--- config.mk ---
export PLATFORM = sky130hd
export DESIGN_NAME = bloom_rotation_ctrl
export DESIGN_NICKNAME = d
export VERILOG_FILES = /design/src/rtl/bloom_rotation_ctrl.sv
export SDC_FILE = /design/constraint.sdc
export NUM_CORES = 1
export LEC_CHECK = 0
export ABC_CLOCK_PERIOD_IN_PS = 1700
export BUFFER_PORTS_ARGS = -buffer_cell sky130_fd_sc_hd__buf_2
export CELL_PAD_IN_SITES_DETAIL_PLACEMENT = 1
export CELL_PAD_IN_SITES_GLOBAL_PLACEMENT = 1
export CORE_UTILIZATION = 39
export CTS_BUF_LIST = sky130_fd_sc_hd__clkbuf_8
export DETAILED_ROUTE_END_ITERATION = 8
export GPL_ROUTABILITY_DRIVEN = 0
export PLACE_DENSITY = 0.82
export SKIP_CTS_REPAIR_TIMING = 1
export SYNTH_ARGS = -nofsm -noshare
export SYNTH_HDL_FRONTEND = slang
export SYNTH_SLANG_ARGS = --single-unit
--- constraint.sdc ---
create_clock -name clk -period 1.7 [get_ports clk]
set_clock_uncertainty 0.15 [all_clocks]
set_input_delay 0 -clock clk [delete_from_list [all_inputs] [get_ports clk]]
set_output_delay 0 -clock clk [all_outputs]
set_load 0.02 [all_outputs]
--- src/rtl/bloom_rotation_ctrl.sv ---
// Bucket rotation sequencer for the time-decaying bloom filter.
// Advances the insert bucket and sweeps the oldest bucket to zero.
module bloom_rotation_ctrl #(
  parameter int NUM_BUCKETS      = 4,
  parameter int BUCKET_ADDR_BITS = 10,
  localparam int BUCKET_BITS =
    (NUM_BUCKETS > 2) ? $clog2(NUM_BUCKETS) : 1
) (
  input  logic                        clk,
  input  logic                        reset,
  input  logic                        update,
  input  logic                        enable,
  output logic [BUCKET_BITS-1:0]      cur_bucket,
  output logic                        clr_req,
  output logic [BUCKET_BITS-1:0]      clr_bucket,
  output logic [BUCKET_ADDR_BITS-1:0] clr_addr,
  input  logic                        clr_ack,
  output logic                        busy,
  output logic                        rotate_done,
  output logic [7:0]                  missed_count
);

  typedef enum logic [1:0] {
    IDLE,
    ROTATE,
    CLEAR,
    DONE
  } state_t;

  localparam logic [BUCKET_ADDR_BITS-1:0] LAST_ADDR = '1;
  localparam logic [BUCKET_BITS-1:0] LAST_BKT =
    BUCKET_BITS'(NUM_BUCKETS - 1);

  function automatic logic [BUCKET_BITS-1:0] next_bkt(
    input logic [BUCKET_BITS-1:0] b
  );
    return (b == LAST_BKT) ? '0 : b + 1'b1;
  endfunction

  state_t state;
  state_t state_nx;

  logic [BUCKET_BITS-1:0]      cur_nx;
  logic [BUCKET_BITS-1:0]      clr_bkt_nx;
  logic [BUCKET_ADDR_BITS-1:0] addr_nx;
  logic                        req_nx;
  logic                        busy_nx;
  logic                        done_nx;
  logic [7:0]                  missed_nx;

  logic start;
  logic last_ack;
  logic miss;

  assign start    = update && enable && (state == IDLE);
  assign last_ack = clr_ack && (clr_addr == LAST_ADDR);
  assign miss     = update && (state != IDLE);

  always_ff @(posedge clk or negedge reset) begin
    if (!reset) begin
      state <= IDLE;
    end else begin
      state <= state_nx;
    end
  end

  always_comb begin
    state_nx = state;
    unique case (state)
      IDLE:   if (start) state_nx = ROTATE;
      ROTATE: state_nx = CLEAR;
      CLEAR:  if (last_ack) state_nx = DONE;
      DONE:   state_nx = IDLE;
      default: state_nx = IDLE;
    endcase
  end

  always_comb begin
    cur_nx     = cur_bucket;
    clr_bkt_nx = clr_bucket;
    addr_nx    = clr_addr;
    req_nx     = clr_req;
    busy_nx    = busy;
    done_nx    = 1'b0;
    missed_nx  = missed_count;
    unique case (state)
      IDLE: begin
        if (start) busy_nx = 1'b1;
      end
      ROTATE: begin
        // oldest bucket is the one just past the new insert bucket
        cur_nx     = next_bkt(cur_bucket);
        clr_bkt_nx = next_bkt(next_bkt(cur_bucket));
        addr_nx    = '0;
        req_nx     = 1'b1;
      end
      CLEAR: begin
        if (last_ack) begin
          req_nx  = 1'b0;
          addr_nx = '0;
          done_nx = 1'b1;
        end else if (clr_ack) begin
          addr_nx = clr_addr + 1'b1;
        end
      end
      DONE: begin
        busy_nx = 1'b0;
      end
      default: begin
        req_nx  = 1'b0;
        busy_nx = 1'b0;
      end
    endcase
    if (miss && (missed_count != 8'hFF)) begin
      missed_nx = missed_count + 8'd1;
    end
  end

  always_ff @(posedge clk or negedge reset) begin
    if (!reset) begin
      cur_bucket   <= '0;
      clr_bucket   <= '0;
      clr_addr     <= '0;
      clr_req      <= 1'b0;
      busy         <= 1'b0;
      rotate_done  <= 1'b0;
      missed_count <= '0;
    end else begin
      cur_bucket   <= cur_nx;
      clr_bucket   <= clr_bkt_nx;
      clr_addr     <= addr_nx;
      clr_req      <= req_nx;
      busy         <= busy_nx;
      rotate_done  <= done_nx;
      missed_count <= missed_nx;
    end
  end

endmodule

* Word level (Yosys, flattened, before mapping) *
Cells that the tools add are included.
Widths: inputs -> output; s select.

word-level totals
  output and inout bits = 25
  memories kept = 0
  RAM bits = 0
  register bits after elaboration = 27
  ROM bits = 0
  word-level logic and storage cells = 49
  latch bits = 0

cells by class
  add/sub/neg operators = 4
  bitwise operators = 0
  $mul = 0
  eq/ne operators = 10
  reductions and logical operators = 13
  order comparisons = 0
  shift operators = 0
  divide/modulo/power cells = 0
  muxes and demuxes = 14

operator list
  kind                   count
  $mux 10                2
  $pmux 10 s2            1
  $add 10x1->10 const B  1
  $eq 10x10->1 const B   1
  $add 8x1->8 const B    1
  $eq 2x2->1 const B     4
  $mux 2                 4
  $ne 8x8->1 const B     1
  $pmux 2 s4             1
  $reduce_and 2->1       4
  $reduce_bool 2->1      3
  $logic_and 1x1->1      5
  $add 2x1->2 const B    2
  $mux 1                 4
  $ne 2x2->1 const B     2
  $pmux 1 s2             2
  $ne 3x3->1 const B     1
  $eq 2x1->1 const B     1
  $logic_not 2->1        1

* Logic depth before layout (Yosys ltp) *
Gate-level depths: netlist of the first run.

  depth after elaboration = 4
  depth in mapped cells = 7
  gate-level depth less buffers = 6

* Worst setup path before layout of the first run *
No wires, ideal clock.

  kind = reg2reg
  from = register clr_addr[1]
  to = register state[1]
  arrival time = 1.690 ns
  path buffers = 0
  slack = -0.267 ns
  setup time = 0.128 ns
  data required time = 1.422 ns
  stages on the path, launching flop included = 6
  cells stage by stage = dfrtp_1 ha_1 nand4_1 or3_4 a21oi_2 mux2_1

on the way
  word-level cells in the longest chain between the ends = 4

ends and longest elaborated chain
  item                        RTL line  text
  start: declaration          16        output logic [BUCKET_ADDR_BITS-1:0] clr_addr,
  start signal: assignment    131       clr_addr <= addr_nx;
  $eq 10x10->1                56        assign last_ack = clr_ack && (clr_addr == LAST_ADDR);
  $logic_and 1x1->1           56
  $ne 2x2->1 (no line)        n/a
  $reduce_and 2->1 (no line)  n/a
  end signal: assignment      63        state <= state_nx;
  end: declaration            40        state_t state;

Every way passes these cells.
A chain may end at the register's enable or synchronous reset.

* Final worst setup path of the first run *
  from = register clr_addr[0]
  to = register clr_addr[9]

on the way
  word-level cells in the longest chain between the ends = 4
  elaborated cells between the ends (all ways) = 8

ends and longest elaborated chain
  item                                                    RTL line
  $add 10x1->10 / $eq 10x10->1 (equally long branches)    103, 56
  $mux 10 / $logic_and 1x1->1 (equally long branches)     102, 56
  $mux 10 / $ne 3x3->1 (equally long branches)            n/a
  $pmux 10 s2 / $reduce_and 2->1 (equally long branches)  n/a

Parallel ways exist; a longest one is shown, timed or not. The select of a mux whose other input is x is not followed.

==> results of run 1 <==
Yosys cell counts, drive strengths merged:
library cell,instances
a31oi,2
o21ai,3
inv,3
nor4b,1
nor2,12
ha,7
mux2,4
a21oi,5
nor3b,1
nand2b,2
and2,1
o22a,1
and4,2
nand3,3
xor2,2
a21boi,1
xnor2,13
nor2b,1
dfrtp,27
o31ai,1
buf,1
nor4,1
mux2i,3
clkbuf,1
or3,1
and3,3
nor3,4
nand4,3
nand2,12
power by group through the flow:
| stage | clock [mW] | sequential, mW | combinational (mW) |
|---|---|---|---|
| 6_report | 0.380 | 1.07 | 1.87 |
| 2_1_floorplan | 0 | 1.27 | 0.703 |
| 3_5_place_dp | 0 | 1.05 | 1.56 |
| 4_1_cts | 0.387 | 1.04 | 1.61 |
| 5_1_grt | 0.407 | 1.09 | 2.01 |
| 3_3_place_gp | 0 | 1.03 | 1.47 |
cells by family (layout without fill, tap and decap cells):
group | after synthesis | in the layout | share of synthesized area [%]
AO/OA/AOI/OAI | 13 | 13 | 6.297
AND/OR/NAND/NOR | 47 | 47 | 18.42
flip-flops | 27 | 27 | 50.75
buffers and inverters | 5 | 64 | 1.503
XOR/XNOR | 15 | 15 | 9.869
adder cells (fa/ha/maj) | 7 | 7 | 6.579
multiplexers | 7 | 7 | 6.579
worst max path at each step:
stage,cells past startpoint,to,startpoint
floorplan,5,state[1],clr_addr[0]
global placement,7,clr_addr[9],state[0]
detailed placement,7,clr_addr[4],state[0]
CTS,7,clr_addr[7],state[0]
global route,7,clr_addr[5],state[1]
finish,6,clr_addr[9],clr_addr[0]
sequential cells by signal, indices dropped and copies added (netlist names):
signal and flops:
rotate_done 1, clr_addr 10, busy 1, clr_bucket 2
state 2, clr_req 1, cur_bucket 2, missed_count 8
cell type report:
class	instances	area share [%]
Timing Repair Buffer	57	19.21
Sequential cell	27	35.50
Clock buffer	3	2.141
Tap cell	44	2.855
Inverter	3	0.5840
Multi-Input combinational cell	89	39.45
Clock inverter	1	0.2596
per-layer routing:
| metal | GRT usage [%] | up-vias |
|---|---|---|
| met5 | 0 | - |
| met4 | 4.870 | 0 |
| met3 | 2.559 | 8 |
| met2 | 43.49 | 29 |
| met1 | 28.92 | 603 |
| li1 | - | 531 |
tightest hold or removal path, cell delays in order:
cell	delay (ps)
sky130_fd_sc_hd__buf_2	130
sky130_fd_sc_hd__a31oi_1	100
sky130_fd_sc_hd__o21ai_0	140
metrics by stage:
step	hold slack, ps	power (mW)	area [sq um]	setup slack [ps]	utilization, %
after floorplan	-445.6	1.970	1375	-147.0	-
after global placement	-114.4	2.497	1724	0.8746	54.68
after detailed placement	-99.46	2.611	1724	-75.69	54.68
after CTS	-409.1	3.035	1770	-156.5	56.15
after global routing	16.89	3.513	1928	-245.0	61.15
final	-26.18	3.317	1928	-159.2	61.15
==> summary.txt, run 1 <==
Detailed routing
  – Top Metal Used: met4
  – Detail Route met3 WL: 144 um
  – Routed via count divided by cell count: 5.228
  – Count of nets left with antenna violations after detail routing: 0
  – Post-route met1 wirelength: 1819 um
  – Via count: 1171
  – Residual DRC: 0
  – First-iteration detailed-routing DRC count: 59
  – Aggregate routed wire length: about 4400 um
  – Number of detailed-route iterations in the first pass: 4
  – Post-DR wirelength/cell: 19.73 um
  – Met2 layer wire length in the routed design: 2366 um

Placement
  – Count of buffers from port buffering: 29
  – HPWL reported at the end of detailed placement: 2633 um
  – Placed cell count: 213

Outcome
  – Outcome: finished, violations left
  – Violations in the final reports: negative hold slack, negative setup slack

Power
  – Maximum resistive drop on vdd: 0.8992 mV
  – Power per cell area: ~1700 nW/um^2
  – Switching power share of the total: 43.06%
  – Clock network fraction of design power: between 10% and 20%
  – Proportion of power drawn by combinational gates: 56.4%
  – Int Pwr: between 1.5 and 2 mW
  – Leakage power of the design: 0.9138 nW
  – Sequential power share: 32.2%
  – P_sw: 1.428 mW

Setup path
  – Highest net fanout along the worst path: 7
  – Slowest-stage cell, CP: sky130_fd_sc_hd__dfrtp_2
  – Number of buffer and inverter instances along the worst setup path: 1
  – Required time at the worst-slack endpoint: 1710 ps
  – Startpoint type of the worst setup path: register
  – Peak per-stage delay on the critical path: 410 ps
  – Reg2reg path depth: 6
  – CP Cell Sequence: ha_4 > nand4_1 > or3_4 > buf_6 > mux2i_4 > nor2_1
  – Endpoint of the most critical register-to-register path: clr_addr[9]
  – Startpoint of the most critical register-to-register path: clr_addr[0]
  – Worst setup slack for register-to-register paths: -160 ps
  – Worst setup path class: register to register
  – Nature of the critical path endpoint: register
  – Data arrival at the endpoint of the critical path: 1870 ps
  – Family with the most delay on the worst path: simple AND/OR/NAND/NOR gates

Clocking
  – Post-CTS clock slew at the launch and capture registers of the worst setup and hold paths: 100 ps
  – CTS H-Tree Depth: 1
  – Clock tree from TritonCTS: built
  – Maximum root-to-sink buffer count: 2
  – Number of clock sinks: 27
  – Worst-Skew Late Latency: 280 ps
  – CTS root buf: sky130_fd_sc_hd__clkbuf_8
  – Total clock buffers created by CTS: 3

Job
  – Number of max-cap violations: 0

Synth
  – Post-synthesis instance total: approximately 120
  – Cell type with the highest aggregate area in the netlist: sky130_fd_sc_hd__dfrtp_1
  – Synth area leaders: sky130_fd_sc_hd__dfrtp_1 51%, sky130_fd_sc_hd__xnor2_1 8.6%, sky130_fd_sc_hd__ha_1 6.6%
  – Number of warnings reported in the yosys synthesis log: 0
  – Post-Syn Area per Cell: roughly 11 sq um
  – Top-area cell type share of the netlist area: around 50%
  – Syn Std Cell Area: 1331 sq um
  – Mapped Nets: approximately 130
  – Number of flip-flops and latches in the synthesized netlist: 27
  – Fraction of the yosys area taken by sequential cells: roughly half
  – Post-synth cell types: 33

STA
  – Minimum hold slack: -26.18 ps
  – RSZ-0062 raised after global routing: true
  – Final period util: 109.4%
  – Final critical-path setup slack: -159.2 ps
  – Peak clock frequency supported by timing: 0.5379 GHz
  – Final Slew Violations: 0
  – Setup TNS: -1238 ps
  – Minimum clock period after layout: 1859 ps
  – Slew HR: 58.24%
  – Hold Violations, Final: 1
  – Slew at the pin closest to its max-slew limit: 626.4 ps
  – Final setup fails: 10

Final layout
  – Most common cell after layout, fill and taps aside: sky130_fd_sc_hd__buf_2
  – Count of antenna diodes in the layout: 0
  – Combined area of the multi-input logic cells: 760.7 sq um
  – Count of placed standard cells in the final layout, fillers left out: between 200 and 250
  – Area added between synthesis and finish: 44.83%
  – Highest-count cells in the layout ignoring fill and taps: 29 x sky130_fd_sc_hd__buf_2, 23 x sky130_fd_sc_hd__buf_4, 20 x sky130_fd_sc_hd__dfrtp_1
  – Area occupied by registers: 684.4 sq um
  – NumNets Final: just under 200
  – Ratio of cells with drive above 1 in the final layout: 49.44%
  – Number of fill cells in the layout: 356

Floorplanning
  – Initial Util: 42.22%
  – Number of ports placed on the die boundary: 30
  – Horizontal die dimension: 60.43 um
  – Chip Height: 60.43 um
  – Area of the die: 3651 sq um
  – Core ar.: ~3200 sq um
  – Standard-cell row count: 20

Global routing
  – Overall overflow remaining after global route: 0
  – Initial antenna violation count: 0
  – First-pass GRT wire length: 6154 um
  – Global-route usage over all layers: roughly a quarter
  – Maximum number of pins on one net before global-route repair: 28
  – Via count of the first global-routing pass: between 1000 and 1500

Worst hold path
  – Hold-critical path depth: 3
  – Worst min-delay path class: primary input to register
  – Source of the worst hold timing path: update
  – Endpoint, Worst Hold: busy
(Power assumes the default switching activity.)
==> run 2: changes to the inputs <==
--- a/config.mk
+++ b/config.mk
@@ -5,15 +5,16 @@
 export SDC_FILE = /design/constraint.sdc
 export NUM_CORES = 1
 export LEC_CHECK = 0
-export ABC_CLOCK_PERIOD_IN_PS = 1700
+export ABC_CLOCK_PERIOD_IN_PS = 2000
 export BUFFER_PORTS_ARGS = -buffer_cell sky130_fd_sc_hd__buf_2
 export CELL_PAD_IN_SITES_DETAIL_PLACEMENT = 1
 export CELL_PAD_IN_SITES_GLOBAL_PLACEMENT = 1
-export CORE_UTILIZATION = 39
+export CORE_ASPECT_RATIO = 0.9
+export CORE_UTILIZATION = 43
 export CTS_BUF_LIST = sky130_fd_sc_hd__clkbuf_8
 export DETAILED_ROUTE_END_ITERATION = 8
 export GPL_ROUTABILITY_DRIVEN = 0
-export PLACE_DENSITY = 0.82
+export PLACE_DENSITY = 0.8
 export SKIP_CTS_REPAIR_TIMING = 1
 export SYNTH_ARGS = -nofsm -noshare
 export SYNTH_HDL_FRONTEND = slang
==> constraint.sdc (replaced) <==
create_clock -name clk -period 2 [get_ports clk]
set_clock_uncertainty 0.15 [all_clocks]
set_input_delay 0 -clock clk [delete_from_list [all_inputs] [get_ports clk]]
set_output_delay 0 -clock clk [all_outputs]
set_load 0.02 [all_outputs]
==> run 2 against run 1 <==
The run now ends clean. Register-to-register slack improved by 270 ps. Flip-flop and latch count unchanged. Count of clock-buffer cells in the layout stayed put. Critical path depth is 1 higher. Fmax decreased by 1.7%. Non-clock buffer count is 19 lower. Critical path type unchanged. Largest power group unchanged.
==> summary.txt, run 2 (synthesized netlist as in run 1, its figures left out) <==
Outcome
  – Outcome: complete, no violations

Final layout
  – Highest-count cells in the layout ignoring fill and taps: 29 x sky130_fd_sc_hd__buf_2, 27 x sky130_fd_sc_hd__dfrtp_1, 13 x sky130_fd_sc_hd__xnor2_1
  – Area added between synthesis and finish: 23.97%
  – Count of placed standard cells in the final layout, fillers left out: 201 (-10%)
  – Most common cell after layout, fill and taps aside: sky130_fd_sc_hd__buf_2
  – Ratio of cells with drive above 1 in the final layout: 28.57% (-21 points)
  – Flip-flop count of the largest register after layout: 10 (unchanged)
  – Largest registers: clr_addr: 10 flops, missed_count: 8 flops
  – NumNets Final: 174 (-9.8%)
  – Count of antenna diodes in the layout: 0 (unchanged)
  – Register with the highest flop count: clr_addr

Detailed routing
  – Aggregate routed wire length: 2807 um (-36%)
  – Count of nets left with antenna violations after detail routing: 0 (unchanged)
  – Detail Route met3 WL: 75 um (-48%)
  – Post-DR wirelength/cell: 13.97 um (-29%)
  – Residual DRC: 0 (unchanged)
  – Via count: 1013 (-13%)
  – Top Metal Used: met4
  – Routed via count divided by cell count: 5.040 (-3.6%)
  – First-iteration detailed-routing DRC count: 35 (-41%)
  – Post-route met1 wirelength: 1273 um (-30%)
  – Met2 layer wire length in the routed design: 1439 um (-39%)
  – Number of detailed-route iterations in the first pass: 4 (unchanged)

Placement
  – Placed cell count: 193 (-9.4%)
  – HPWL reported at the end of detailed placement: 2088 um (-21%)
  – Count of buffers from port buffering: 29 (unchanged)

STA
  – Hold Violations, Final: 0 (-1)
  – Slew at the pin closest to its max-slew limit: 592.3 ps (-34.12 ps)
  – RSZ-0062 raised after global routing: false
  – Slew HR: 60.51% (+2.3 points)
  – Final Slew Violations: 0 (unchanged)
  – Final period util: 94.59% (-15 points)
  – Peak clock frequency supported by timing: 0.5286 GHz (-1.7%)
  – Final setup fails: 0 (-10)
  – Setup TNS: 0 ps (+1238 ps)
  – Minimum clock period after layout: 1892 ps (+32.67 ps)

Floorplanning
  – Chip Height: 54.79 um (-9.3%)
  – Number of ports placed on the die boundary: 30 (unchanged)
  – Horizontal die dimension: 60.65 um (+0.37%)
  – Area of the die: 3323 sq um (-9.0%)
  – Standard-cell row count: 18 (-10%)
  – Core ar.: 2838 sq um (-10%)
  – Initial Util: 46.91% (+4.7 points)

Setup path
  – Data arrival at the endpoint of the critical path: 1900 ps (+30 ps)
  – CP Launch Point: state[0]
  – Number of buffer and inverter instances along the worst setup path: 2 (+1)
  – Required time at the worst-slack endpoint: 2010 ps (+300 ps)
  – Highest net fanout along the worst path: 8 (+1)
  – Peak per-stage delay on the critical path: 410 ps (about the same)
  – Family with the most delay on the worst path: simple AND/OR/NAND/NOR gates
  – Slowest-stage cell, CP: sky130_fd_sc_hd__dfrtp_1
  – Worst setup path class: register to register
  – Nature of the critical path endpoint: register
  – Startpoint type of the worst setup path: register
  – Startpoint of the most critical register-to-register path: state[0]
  – CP Cell Sequence: inv_1 > ha_1 > mux2i_1 > buf_4 > nor4b_1 > xnor2_1 > nor2_1

Clocking
  – Number of clock sinks: 27 (unchanged)
  – CTS root buf: sky130_fd_sc_hd__clkbuf_8
  – CTS H-Tree Depth: 1 (unchanged)
  – Worst-Skew Late Latency: 270 ps (about the same)
  – Post-CTS clock slew at the launch and capture registers of the worst setup and hold paths: 90 ps (about the same)
  – Total clock buffers created by CTS: 3 (unchanged)
  – Maximum root-to-sink buffer count: 2 (unchanged)
  – Clock tree from TritonCTS: built

Power
  – Maximum resistive drop on vdd: 0.8481 mV (-5.7%)
  – Power per cell area: 1410 nW/um^2 (-18%)
  – Leakage power of the design: 0.7908 nW (-13%)

Global routing
  – First-pass GRT wire length: 4657 um (-24%)
  – Global-route usage over all layers: 19.38% (-3.9 points)
  – Via count of the first global-routing pass: 1008 (-18%)
  – Overall overflow remaining after global route: 0 (unchanged)
  – Initial antenna violation count: 0 (unchanged)
  – Maximum number of pins on one net before global-route repair: 28 (unchanged)

Worst hold path
  – Source of the worst hold timing path: update
  – Worst min-delay path class: primary input to register

Job
  – Number of max-cap violations: 0 (unchanged)
## run 2: cell types whose count changed in the layout (fill, tap and decap cells not counted), sizes merged
cell,delta
dlygate4sd3,+1
clkinv,-1
buf,-20
inv,+1
## run 2: per-layer routing
| layer | track usage [%] | vias to the layer above |
|---|---|---|
| met5 | 0 | - |
| met4 | 5.303 | 0 |
| met3 | 5.201 | 2 |
| met2 | 33.52 | 15 |
| met1 | 23.93 | 501 |
| li1 | - | 495 |
## run 2: path summary, 6_finish.rpt
check / slack [ps] / cells past startpoint / endpoint
worst max-delay path: 110 / 7 / clr_addr[6]
worst min-delay path: 20 / 4 / busy
worst max register to register: 110 / 7 / clr_addr[6]
worst min register to register: 350 / 1 / missed_count[7]
max in group asynchronous: 1200 / 2 / clr_addr[4]
min in group asynchronous: 100 / 2 / busy
## run 2: power breakdown
part | switching [mW] | total [mW] | internal (mW) | leakage [nW]
Sequential | 0.157 | 0.876 | 0.719 | 0.340
Combinational | 0.646 | 1.14 | 0.499 | 0.424
Clock | 0.169 | 0.307 | 0.138 | 0.0269
Total | 0.972 | 2.33 | 1.36 | 0.791
## run 2: cell type report
class / count / area, sq um
Clock inverter: 1 / 3.754
Clock buffer: 3 / 41.29
Multi-Input combinational cell: 89 / 645.6
Sequential cell: 27 / 675.6
Fill cell: 346 / 1187
Timing Repair Buffer: 38 / 222.7
Inverter: 3 / 11.26
Tap cell: 40 / 50.05
## run 2: tightest hold or removal path: stages
cell and delay [ps]:
sky130_fd_sc_hd__buf_2 100, sky130_fd_sc_hd__a21boi_0 140, sky130_fd_sc_hd__nand2_1 80, sky130_fd_sc_hd__o21ai_0 80
## run 2: metrics by stage
step                      cell area, sq um  hold slack (ps)  utilization, %  worst slack, ps  total power [mW]
after floorplan                       1331           -445.6               -            32.54             1.620
after global placement                1555           -110.9           54.81            188.8             1.953
after detailed placement              1555           -101.3           54.81            94.77             2.016
after CTS                             1600           -402.0           56.39            75.31             2.325
after global routing                  1650            65.99           58.16            6.704             2.510
final                                 1650            21.07           58.16            108.1             2.327
